$ cat src/rtl/hamming_arbiter.sv
// Round-robin arbiter sharing one Hamming(7,4) encoder among N nibble requesters.
// One request is in flight at a time; an encoder that never answers is abandoned after TIMEOUT cycles.
module hamming_arbiter #(
    parameter int N       = 4,
    parameter int TIMEOUT = 16,
    localparam int IW     = (N > 1) ? $clog2(N) : 1
) (
    input  logic             clk,
    input  logic             reset,
    input  logic [N-1:0]     req_valid,
    input  logic [4*N-1:0]   req_data,
    output logic [N-1:0]     req_ready,
    output logic [3:0]       enc_bits,
    output logic             enc_start,
    input  logic             enc_done,
    input  logic [6:0]       enc_byte,
    output logic             out_valid,
    output logic [6:0]       out_byte,
    output logic [IW-1:0]    out_id,
    input  logic             out_ready,
    output logic             err_timeout
);
    localparam int TW = (TIMEOUT > 1) ? $clog2(TIMEOUT) : 1;
    localparam logic [TW-1:0] TLAST = TW'(TIMEOUT - 1);

    typedef enum logic [1:0] {IDLE, ISSUE, WAIT, OUTPUT} state_t;

    state_t          state_reg, state_next;
    logic [IW-1:0]   ptr_reg;
    logic [IW-1:0]   gnt_reg;
    logic [3:0]      nib_reg;
    logic [6:0]      code_reg;
    logic [TW-1:0]   timer_reg;

    logic [N-1:0]    rot_valid;
    logic            any_req;
    int              offset;
    logic [IW-1:0]   grant;
    logic [IW-1:0]   next_ptr;
    logic            timed_out;

    function automatic logic [IW-1:0] wrap_add(input logic [IW-1:0] a, input int b);
        int s;
        s = int'(a) + b;
        if (s >= N) s = s - N;
        return IW'(s);
    endfunction

    // Requests rotated so that position 0 is the current round-robin pointer.
    generate
        for (genvar gi = 0; gi < N; gi++) begin : g_rot
            assign rot_valid[gi] = req_valid[wrap_add(ptr_reg, gi)];
        end
    endgenerate

    always_comb begin
        any_req = 1'b0;
        offset  = 0;
        for (int k = N - 1; k >= 0; k--) begin
            if (rot_valid[k]) begin
                any_req = 1'b1;
                offset  = k;
            end
        end
        grant = wrap_add(ptr_reg, offset);
    end

    assign next_ptr  = wrap_add(gnt_reg, 1);
    assign timed_out = (state_reg == WAIT) && !enc_done && (timer_reg == TLAST);

    always_comb begin
        state_next = state_reg;
        case (state_reg)
            IDLE:    if (any_req) state_next = ISSUE;
            ISSUE:   state_next = WAIT;
            WAIT:    if (enc_done) state_next = OUTPUT;
                     else if (timed_out) state_next = IDLE;
            OUTPUT:  if (out_ready) state_next = IDLE;
            default: state_next = IDLE;
        endcase
    end

    always_ff @(posedge clk or posedge reset) begin
        if (reset) begin
            state_reg <= IDLE;
            ptr_reg   <= '0;
            gnt_reg   <= '0;
            nib_reg   <= '0;
            code_reg  <= '0;
            timer_reg <= '0;
        end else begin
            state_reg <= state_next;
            case (state_reg)
                IDLE: if (any_req) begin
                    gnt_reg <= grant;
                    nib_reg <= req_data[int'(grant) * 4 +: 4];
                end
                ISSUE: timer_reg <= '0;
                WAIT: begin
                    if (enc_done) code_reg <= enc_byte;
                    else if (timed_out) ptr_reg <= next_ptr;
                    else timer_reg <= timer_reg + 1'b1;
                end
                OUTPUT: if (out_ready) ptr_reg <= next_ptr;
                default: ;
            endcase
        end
    end

    // Acceptance is gated by reset so nothing is handed out while the block is held in reset.
    always_comb begin
        req_ready = '0;
        if (state_reg == IDLE && any_req && !reset) req_ready[grant] = 1'b1;
    end

    assign enc_start   = (state_reg == ISSUE);
    assign enc_bits    = nib_reg;
    assign out_valid   = (state_reg == OUTPUT);
    assign out_byte    = code_reg;
    assign out_id      = gnt_reg;
    assign err_timeout = timed_out;

endmodule

$ cat config.mk
export PLATFORM = sky130hd
export DESIGN_NAME = hamming_arbiter
export DESIGN_NICKNAME = d
export VERILOG_FILES = /design/src/rtl/hamming_arbiter.sv
export SDC_FILE = /design/constraint.sdc
export NUM_CORES = 1
export LEC_CHECK = 0
export BUFFER_PORTS_ARGS = -buffer_cell sky130_fd_sc_hd__buf_2
export CORE_MARGIN = 2
export CORE_UTILIZATION = 30
export DETAILED_ROUTE_END_ITERATION = 8
export GPL_TIMING_DRIVEN = 0
export HOLD_SLACK_MARGIN = 0.1
export PLACE_DENSITY = 0.56
export SETUP_SLACK_MARGIN = 0.15
export SYNTH_ARGS = -nofsm -noshare
export SYNTH_HDL_FRONTEND = slang
export SYNTH_SLANG_ARGS = --single-unit
$ cat constraint.sdc
create_clock -name clk -period 2.9 [get_ports clk]
set_input_delay 0.145 -clock clk [delete_from_list [all_inputs] [get_ports clk]]
set_output_delay 0.145 -clock clk [all_outputs]
set_load 0.02 [all_outputs]
==> results of run 1 <==
-- kinds of logic (layout without fill, tap and decap cells) --
family | count (synthesis) | after routing | synth area share, %
simple gates | 65 | 65 | 23.6
mux | 24 | 24 | 17.9
flops | 21 | 21 | 37.5
compound gates | 20 | 20 | 8.58
buf+inv | 13 | 76 | 6.34
xor+xnor | 6 | 6 | 4.29
fa+ha+maj | 2 | 2 | 1.79
-- cell type report --
class	instances	area, um2	share of cell area [%]
multi-input combinational	117	818	43.6
sequential	21	526	28.0
timing repair buffer	59	333	17.7
buffer	9	73.8	3.93
tap	52	65.1	3.47
clock buffer	3	41.3	2.20
inverter	4	15.0	0.800
clock inverter	1	5.00	0.267
-- repair_timing --
action	4_1_cts	5_1_grt
buffers inserted	0	7
endpoints found under the hold margin	24	0
gates cloned	0	0
pin swaps	0	2
endpoints found under the setup margin	2	4
gates resized for setup	1	3
hold buffers	4	0
-- cells in the mapped netlist, drive strengths merged --
master,n
dfrtp,21
mux2i,16
nor3,16
nor2,15
nand2,14
a21oi,9
buf,9
mux2,8
nand3,7
inv,4
nand2b,4
o21ai,4
xnor2,4
nor4,3
ha,2
nor2b,2
o32ai,2
xor2,2
a211oi,1
a21o,1
a22oi,1
a32oi,1
nand3b,1
nand4,1
o22ai,1
or3,1
or3b,1
-- power by group through the flow --
stage               logic (mW)  clock network, mW  registers [mW]
finish                    1.49              0.197           0.532
global route              1.63              0.217           0.555
CTS                       1.29              0.205           0.534
detailed placement        1.28                  0           0.538
global placement          1.27                  0           0.536
floorplan                0.869                  0           0.635
-- layer usage --
layer | global-route usage [%] | up-vias | wire [um]
li1 | - | 662 | -
met1 | 16.5 | 569 | 1460
met2 | 20.6 | 30 | 1540
met3 | 2.50 | 4 | 133
met4 | 3.77 | 0 | 31
met5 | 0 | - | 0
-- cell usage in the layout (no fill, tap or decap), types with 3 or more instances in the layout --
master / n
dlygate4sd3_1: 4
nor2_1: 15
mux2i_1: 16
a21oi_1: 9
buf_6: 3
nand3_1: 7
xnor2_1: 3
buf_4: 11
nand2b_1: 4
inv_1: 4
clkbuf_8: 3
nor4_2: 3
nor3_1: 16
nand2_1: 14
buf_2: 50
dfrtp_1: 21
mux2_2: 8
-- stage by stage --
step,instances,total power [mW],hold WS [ns]
floorplan,151,1.50,0.122
global placement,251,1.81,0.359
detailed placement,251,1.81,0.363
CTS,259,2.03,0.105
global route,266,2.40,0.102
finish,266,2.22,0.109
-- worst max-delay path, delay by kind of cell (launching register included) --
kind / cells / cell delay (ns)
buffers and inverters: 3 / 0.62
AND/OR/NAND/NOR: 3 / 0.42
AO/OA/AOI/OAI: 3 / 0.41
flip-flops: 1 / 0.33
adder cells (fa/ha/maj): 1 / 0.30
-- final timing paths --
check	start	end	slack [ns]	depth (start not counted)
setup reg to reg	ptr_reg[1]	enc_bits[3]	0.49	12
min in group asynchronous	reset	out_byte[5]	0.59	3
setup / recovery	ptr_reg[1]	req_ready[0]	0.40	10
hold reg to reg	enc_bits[0]	enc_bits[0]	0.50	2
hold / removal	enc_byte[2]	out_byte[2]	0.11	2
max in group asynchronous	reset	enc_bits[2]	1.83	3
==> run_results.csv, run 1 <==
group,metric,value,unit
worst_setup_path,cp_slowest_cell,"dfrtp_1",
finish,fillCellCount,429,
yosys,ys_ff_latch,21,
finish,area_growth_syn_to_layout,34.0,%
global_route,first_global_vias,1212,
worst_setup_path,worst-endpoint-required,2.76,ns
floorplanning,die_h,72.3,um
placed_design,preCtsSetupSlack,0.317,ns
finish,largest_reg_flops,7,
floorplanning,fp-row-count,24,
sta,slew-limit-headroom,48.6,%
yosys,synth_cell_types,32,
run_status,status,"complete, no violations",
pwr,intPower,1.22,mW
floorplanning,fp.dieW,72.3,um
drt,routedWlPerCell,11.9,um
yosys,ys_seq_area_share,37.5,%
finish,diodes,0,
finish,final_net_count,248,
sta,finalMaxSlewViolations,0,
floorplanning,io_pins,51,
worst_setup_path,max_stage_delay,0.33,ns
flow_run,max_cap_violations,0,
yosys,syn_nets,184,
worst_setup_path,crit_type,"flop to primary output",
sta,setup_viol,0,
placed_design,placed_area,1710,um2
floorplanning,fp.coreArea,4410,um2
global_route,grt_pass1_wl,5220,um
global_route,antenna_found_initial,0,
pwr,leakage,0.950,nW
global_route,overflow,0,
floorplanning,start_util,31.7,%
sta,fin_tns_setup,0,ns
sta,fmax,399,MHz
sta,rsz0062_at_grt,"no",
floorplanning,die_area,5230,um2
clock_network,cts_buffers,3,
hold_path,min_path_type,"primary input to flop",
clock_network,cts.htree.levels,1,
clock_network,clock-sinks,21,
worst_setup_path,endpoint_kind,"primary output",
finish,fin_util,42.5,%
worst_setup_path,cp.arrival,2.36,ns
drt,ant_nets,0,
clock_network,root_buffer,"clkbuf_8",
pwr,peakVddDrop,0.469,mV
pwr,power_frac_comb,67.1,%
clock_network,cts_tree,"yes",
sta,clock_skew,0.00841,ns
pwr,clkPwrFrac,8.9,%
finish,stdcell_area,1880,um2
sta,period_minus_slack,2.50,ns
worst_setup_path,path_cells,"buf_4 -> nand2_1 -> a21oi_1 -> nor2_1 -> a211oi_1 -> a21oi_1 -> ha_2 -> buf_2 -> nor4_2 -> buf_2",
drt,drt_iter0_drc,38,
clock_network,insertion_delay,0.27,ns
yosys,syn-instance-count,151,
pwr,netSwitchingPower,0.998,mW
pwr,p_seq_share,24.0,%
sta,finalCritPeriodShare,86.4,%
drt,drc,0,
yosys,syn-cell-area,1400,um2
global_route,grt_max_degree,22,
yosys,yosysTopAreaCellShare,37.5,%
placed_design,port_buffers,48,
pwr,power_density,1180,nW/um2
placed_design,hpwlAfterDp,2360,um
pwr,switching_share,45.0,%
finish,drive_gt1_share,38.8,%
placed_design,gp_congestion,0.754,
drt,via_count,1265,
clock_network,max-clock-path-buffers,2,
clock_network,path_clk_slew,0.08,ns
sta,hold_viol,0,
yosys,yosysTopAreaCell,"dfrtp_1",
worst_setup_path,crit_fanout,10,
yosys,synth_area_leaders,"dfrtp_1 (38%), mux2i_1 (11%), mux2_2 (6.4%), nor3_1 (5.7%), nor2_1 (4.0%)",
sta,fin_ws,0.395,ns
drt,first_pass_iters,4,
drt,vias_per_cell,4.76,
global_route,track_usage,12.5,%
sta,tightestPinTransition,0.771,ns
drt,wirelength,3160,um
yosys,yosys_warnings,0,
worst_setup_path,crit_path_start_kind,"flop",
yosys,avgSynthCellArea,9.27,um2
Power figures use the tool's default switching activity.
==> run 2: changes to the inputs <==
- MAX_ROUTING_LAYER: unset -> met4
==> run_results.csv, run 2 (synthesis gave the netlist of run 1 again) <==
group,metric,value,unit
hold_path,worstHoldEndpoint,"out_byte[2]",
run_status,status,"complete, no violations",
sta,fin_tns_setup,0,ns
pwr,intPower,1.22,mW
finish,area_growth_syn_to_layout,34.0,%
worst_setup_path,crit_path_start,"ptr_reg[1]",
pwr,netSwitchingPower,0.998,mW
clock_network,clock-sinks,21,
worst_setup_path,endpoint_kind,"primary output",
global_route,antenna_found_initial,0,
finish,final_net_count,248,
global_route,grt_pass1_wl,5220,um
sta,hold_viol,0,
sta,finalCritPeriodShare,86.4,%
sta,fmax,399,MHz
worst_setup_path,crit_path_start_kind,"flop",
finish,multi_input_area,818,um2
sta,tightestPinTransition,0.771,ns
sta,clock_skew,0.00810,ns
finish,largest_reg_flops,7,
drt,drt_iter0_drc,38,
placed_design,gp_congestion,0.764,
worst_setup_path,worst-endpoint-required,2.76,ns
hold_path,worstHoldPathCells,2,
global_route,track_usage,12.9,%
finish,layout_commonest_cell,"buf_2",
worst_setup_path,cp.arrival,2.36,ns
floorplanning,die_area,5230,um2
clock_network,cts_buffers,3,
drt,drc,0,
placed_design,hpwlAfterDp,2360,um
finish,diodes,0,
finish,seqCellArea,526,um2
hold_path,min_path_type,"primary input to flop",
finish,drive_gt1_share,38.8,%
sta,setup_viol,0,
worst_setup_path,r2r-end,"enc_bits[3]",
pwr,clkPwrFrac,8.9,%
floorplanning,fp.dieW,72.3,um
global_route,overflow,0,
pwr,peakVddDrop,0.469,mV
floorplanning,fp-row-count,24,
global_route,first_global_vias,1212,
drt,routedWlPerCell,11.9,um
drt,ant_nets,0,
drt,via_count,1265,
clock_network,path_clk_slew,0.08,ns
sta,slew-limit-headroom,48.6,%
clock_network,max-clock-path-buffers,2,
floorplanning,die_h,72.3,um
clock_network,insertion_delay,0.27,ns
worst_setup_path,r2r_start,"ptr_reg[1]",
drt,vias_per_cell,4.76,
drt,first_pass_iters,4,
drt,wirelength,3160,um
finish,final_cells,266,
worst_setup_path,reg2reg_depth,12,
clock_network,cts.htree.levels,1,
sta,finalMaxSlewViolations,0,
hold_path,min_from,"enc_byte[2]",
placed_design,placedCellCount,251,
pwr,power_density,1180,nW/um2
worst_setup_path,reg2reg_slack,0.49,ns
pwr,switching_share,45.0,%
flow_run,max_cap_violations,0,
worst_setup_path,crit_type,"flop to primary output",
floorplanning,io_pins,51,
clock_network,root_buffer,"clkbuf_8",
finish,fillCellCount,429,
pwr,power_frac_comb,67.1,%
sta,rsz0062_at_grt,"no",
floorplanning,start_util,31.7,%
placed_design,port_buffers,48,
floorplanning,fp.coreArea,4410,um2
sta,whs,0.109,ns
global_route,grt_max_degree,22,
worst_setup_path,crit_fanout,10,
pwr,leakage,0.950,nW
clock_network,cts_tree,"yes",
sta,period_minus_slack,2.50,ns
finish,layout_common_cells,"buf_2 (50), dfrtp_1 (21), mux2i_1 (16), nor3_1 (16), nor2_1 (15)",
pwr,p_seq_share,24.0,%
## run 2: cell counts in the layout (fill, tap and decap cells not counted)
No cell type changed its count.
## run 2: metal layers
layer	vias up	global-route usage [%]	part of all wire (%)
met4	0	3.77	0.98
met1	569	16.7	46
li1	662	-	-
met5	-	-	0
met3	4	2.22	3.9
met2	30	20.6	49
## run 2: worst max-delay path: stages, from the launching register on
cell      delay [ns]
dfrtp_1         0.33
buf_4           0.19
nand2_1         0.07
a21oi_1         0.14
nor2_1          0.05
a211oi_1        0.20
a21oi_1         0.07
ha_2            0.30
buf_2           0.22
nor4_2          0.30
buf_2           0.21
## run 2: worst max path at each step
stage                        end  cells after the start
global route        req_ready[3]                     11
global placement    req_ready[0]                     11
CTS                 req_ready[2]                     11
finish              req_ready[0]                     10
detailed placement  req_ready[0]                     11
floorplan           req_ready[0]                     10
## run 2: timing repair
item,CTS,global route
pin swaps,0,2
setup endpoints to repair,2,4
gates resized for setup,1,3
hold endpoints to repair,24,0
setup buffers,0,7
hold buffers,4,0
## run 2: layout make-up
cell class	instances	area share, %
plain buffers	9	3.93
clock buffers	3	2.20
clock inverters	1	0.267
inverters	4	0.800
multi-input cells	117	43.6
flip-flops and latches	21	28.0
well taps	52	3.47
repair buffers	59	17.7
## run 2: power groups by stage
stage	registers [mW]	clock network, mW	logic, mW
floorplan	0.635	0	0.869
global placement	0.536	0	1.27
detailed placement	0.538	0	1.28
CTS	0.534	0.205	1.29
global route	0.555	0.217	1.63
finish	0.532	0.198	1.49
## run 2: per-stage QoR
stage / setup slack (ns) / power [mW] / util [%] / area, um2
finish: 0.395 / 2.22 / 42.5 / 1880
global route: 0.171 / 2.40 / 42.5 / 1880
CTS: 0.217 / 2.03 / 40.8 / 1800
detailed placement: 0.317 / 1.81 / 38.6 / 1710
global placement: 0.346 / 1.81 / 38.6 / 1710
floorplan: 0.595 / 1.50 / - / 1400
==> run 3: changes to the inputs <==
- ABC_AREA: unset -> 1
- PLACE_DENSITY: 0.56 -> 0.55
==> run_results.csv, run 3 <==
group,metric,value,unit
run_status,status,"complete, no violations",
worst_setup_path,cp_slowest_cell,"dfrtp_1",
finish,area_growth_syn_to_layout,26.5,%
placed_design,port_buffers,50,
finish,drive_gt1_share,47.4,%
sta,finalCritPeriodShare,87.1,%
clock_network,cts.htree.levels,1,
yosys,yosys_warnings,0,
yosys,muxShareOfSynthArea,10.4,%
sta,slew-limit-headroom,42.6,%
sta,fmax,396,MHz
drt,vias_per_cell,4.21,
yosys,synth_top_family_by_area,"simple AND/OR/NAND/NOR gates",
worst_setup_path,r2r_start,"ptr_reg[0]",
hold_path,worstHoldEndpoint,"out_byte[0]",
worst_setup_path,reg2reg_depth,13,
yosys,syn-cell-area,1520,um2
yosys,synth_edf_count,0,
worst_setup_path,max_stage_delay,0.42,ns
clock_network,path_clk_slew,0.07,ns
global_route,grt_max_degree,24,
finish,final_net_count,264,
yosys,synth_cell_types,30,
drt,via_count,1250,
worst_setup_path,endpoint_kind,"primary output",
yosys,ys_seq_area_share,34.5,%
yosys,yosys_most_used_dff,"dfrtp_1",
yosys,syn-instance-count,174,
worst_setup_path,path_cells,"buf_6 -> nand2_1 -> nand2_2 -> nand2_2 -> nand2_4 -> a31oi_1 -> nor2_1 -> ha_1 -> xor2_2 -> inv_1 -> nand3_4 -> nand2_8 -> nand2_2 -> nor2_2 -> buf_2",
floorplanning,die_h,75.3,um
sta,rsz0062_at_grt,"no",
finish,layout_common_cells,"buf_2 (50), nand2_1 (37), dfrtp_1 (21)",
drt,first_pass_iters,4,
floorplanning,io_pins,51,
sta,hold_viol,0,
worst_setup_path,crit_fanout,10,
sta,setup_viol,0,
global_route,first_global_vias,1182,
yosys,synth_area_leaders,"dfrtp_1 (34%), nand2_1 (9.1%), nand2_2 (7.8%), mux2i_1 (5.3%), mux2_2 (5.2%)",
yosys,yosysTopAreaCell,"dfrtp_1",
clock_network,clock-sinks,21,
placed_design,hpwlAfterDp,2420,um
yosys,synthSimpleGateAreaFrac,39.9,%
pwr,leakage,1.02,nW
global_route,overflow,0,
drt,drc,0,
worst_setup_path,worst-endpoint-required,2.76,ns
floorplanning,fp-row-count,25,
sta,whs,0.117,ns
floorplanning,die_area,5670,um2
finish,fillCellCount,519,
finish,stdcell_area,1930,um2
placed_design,placed_area,1860,um2
floorplanning,start_util,31.6,%
clock_network,cts_buffers,3,
finish,multi_input_area,882,um2
sta,fin_tns_setup,0,ns
hold_path,worstHoldPathCells,2,
global_route,grt_pass1_wl,5060,um
worst_setup_path,reg2reg_slack,0.80,ns
worst_setup_path,crit_path_start_kind,"flop",
drt,ant_nets,0,
hold_path,min_path_type,"primary input to flop",
global_route,antenna_found_initial,0,
floorplanning,fp.coreArea,4820,um2
sta,period_minus_slack,2.53,ns
clock_network,cts_tree,"yes",
finish,seqCellArea,526,um2
drt,routedWlPerCell,10.2,um
finish,largest_reg_flops,7,
drt,wirelength,3020,um
yosys,avgSynthCellArea,8.76,um2
yosys,async_flop_share,100,%
yosys,ys_ff_latch,21,
finish,diodes,0,
clock_network,max-clock-path-buffers,2,
drt,drt_iter0_drc,36,
pwr,peakVddDrop,0.535,mV
floorplanning,fp.dieW,75.3,um
clock_network,insertion_delay,0.26,ns
placed_design,gp_congestion,0.781,
hold_path,min_from,"enc_byte[0]",
yosys,synth-compound-area-share,4.27,%
flow_run,max_cap_violations,0,
global_route,track_usage,11.9,%
sta,clock_skew,0.00343,ns
yosys,yosysTopAreaCellShare,34.5,%
pwr,power_density,1300,nW/um2
worst_setup_path,crit_type,"flop to primary output",
worst_setup_path,r2r-end,"enc_bits[3]",
yosys,syn_nets,207,
finish,layout_commonest_cell,"buf_2",
worst_setup_path,cp.arrival,2.38,ns
worst_setup_path,cp_common_cell,"nand2_2",
yosys,synth_xor_area_share,1.15,%
yosys,synthAdderAreaFrac,1.64,%
clock_network,root_buffer,"clkbuf_8",
finish,fin_util,40.0,%
yosys,synth_common_cells,"nand2_1 (37), dfrtp_1 (21), nand2_2 (19)",
yosys,synth.most_common_cell,"nand2_1",
sta,tightestPinTransition,0.860,ns
sta,finalMaxSlewViolations,0,
run 3: timing repair:
item,CTS,global route
buffers inserted,0,1
resized for setup,0,1
setup endpoints to repair,0,4
hold buffers,1,0
endpoints found under the hold margin,21,0
run 3: worst max-delay path by stage:
stage,start,end,slack (ns),depth (start not counted)
detailed placement,ptr_reg[0],req_ready[1],0.56,14
floorplan,ptr_reg[0],req_ready[0],0.70,13
global route,ptr_reg[0],req_ready[3],0.16,15
finish,ptr_reg[0],req_ready[3],0.37,15
CTS,ptr_reg[0],req_ready[1],0.25,14
global placement,ptr_reg[0],req_ready[1],0.55,14
run 3: worst max-delay path: cells and delay by family (launching register included):
| family | cells | cell delay (ns) |
|---|---|---|
| and+or+nand+nor | 9 | 0.74 |
| buffers and inverters | 3 | 0.42 |
| DFF | 1 | 0.42 |
| adders and majority gates | 1 | 0.20 |
| xor gates and xnor gates | 1 | 0.19 |
| AOI/OAI and AO/OA | 1 | 0.14 |
run 3: kinds of logic (layout without fill, tap and decap cells):
| family | Yosys count | in the layout |
|---|---|---|
| buffers and inverters | 24 | 80 |
| muxes | 15 | 15 |
| xor gates and xnor gates | 2 | 2 |
| AOI/OAI and AO/OA | 12 | 12 |
| and+or+nand+nor | 98 | 98 |
| DFF | 21 | 21 |
| adders and majority gates | 2 | 2 |
run 3: where the power goes:
group | leakage, nW | internal, mW | total (mW) | switching [mW]
clock | 0.0228 | 0.0977 | 0.187 | 0.0893
sequential | 0.259 | 0.429 | 0.510 | 0.0814
combinational | 0.734 | 0.707 | 1.80 | 1.10
run 3: through the flow:
stage	total power [mW]	worst slack, ns	std cells
after floorplan	1.98	0.704	174
after global placement	2.31	0.550	291
after detailed placement	2.32	0.555	291
after CTS	2.52	0.251	296
after global routing	2.74	0.158	297
final	2.50	0.374	297
run 3: layout make-up:
cell class / instances / share of cell area, %
Sequential cell: 21 / 27.3
Inverter: 21 / 4.48
Tap cell: 67 / 4.35
Clock buffer: 4 / 2.34
Timing Repair Buffer: 52 / 13.9
Buffer: 3 / 1.95
Multi-Input combinational cell: 129 / 45.7
run 3: metal layers:
layer	vias up	global-route usage (%)	share of wire, %
met1	539	16.2	50
met2	36	18.1	43
met3	5	2.81	6.2
met4	0	2.73	1.1
met5	-	-	0
li1	670	-	-
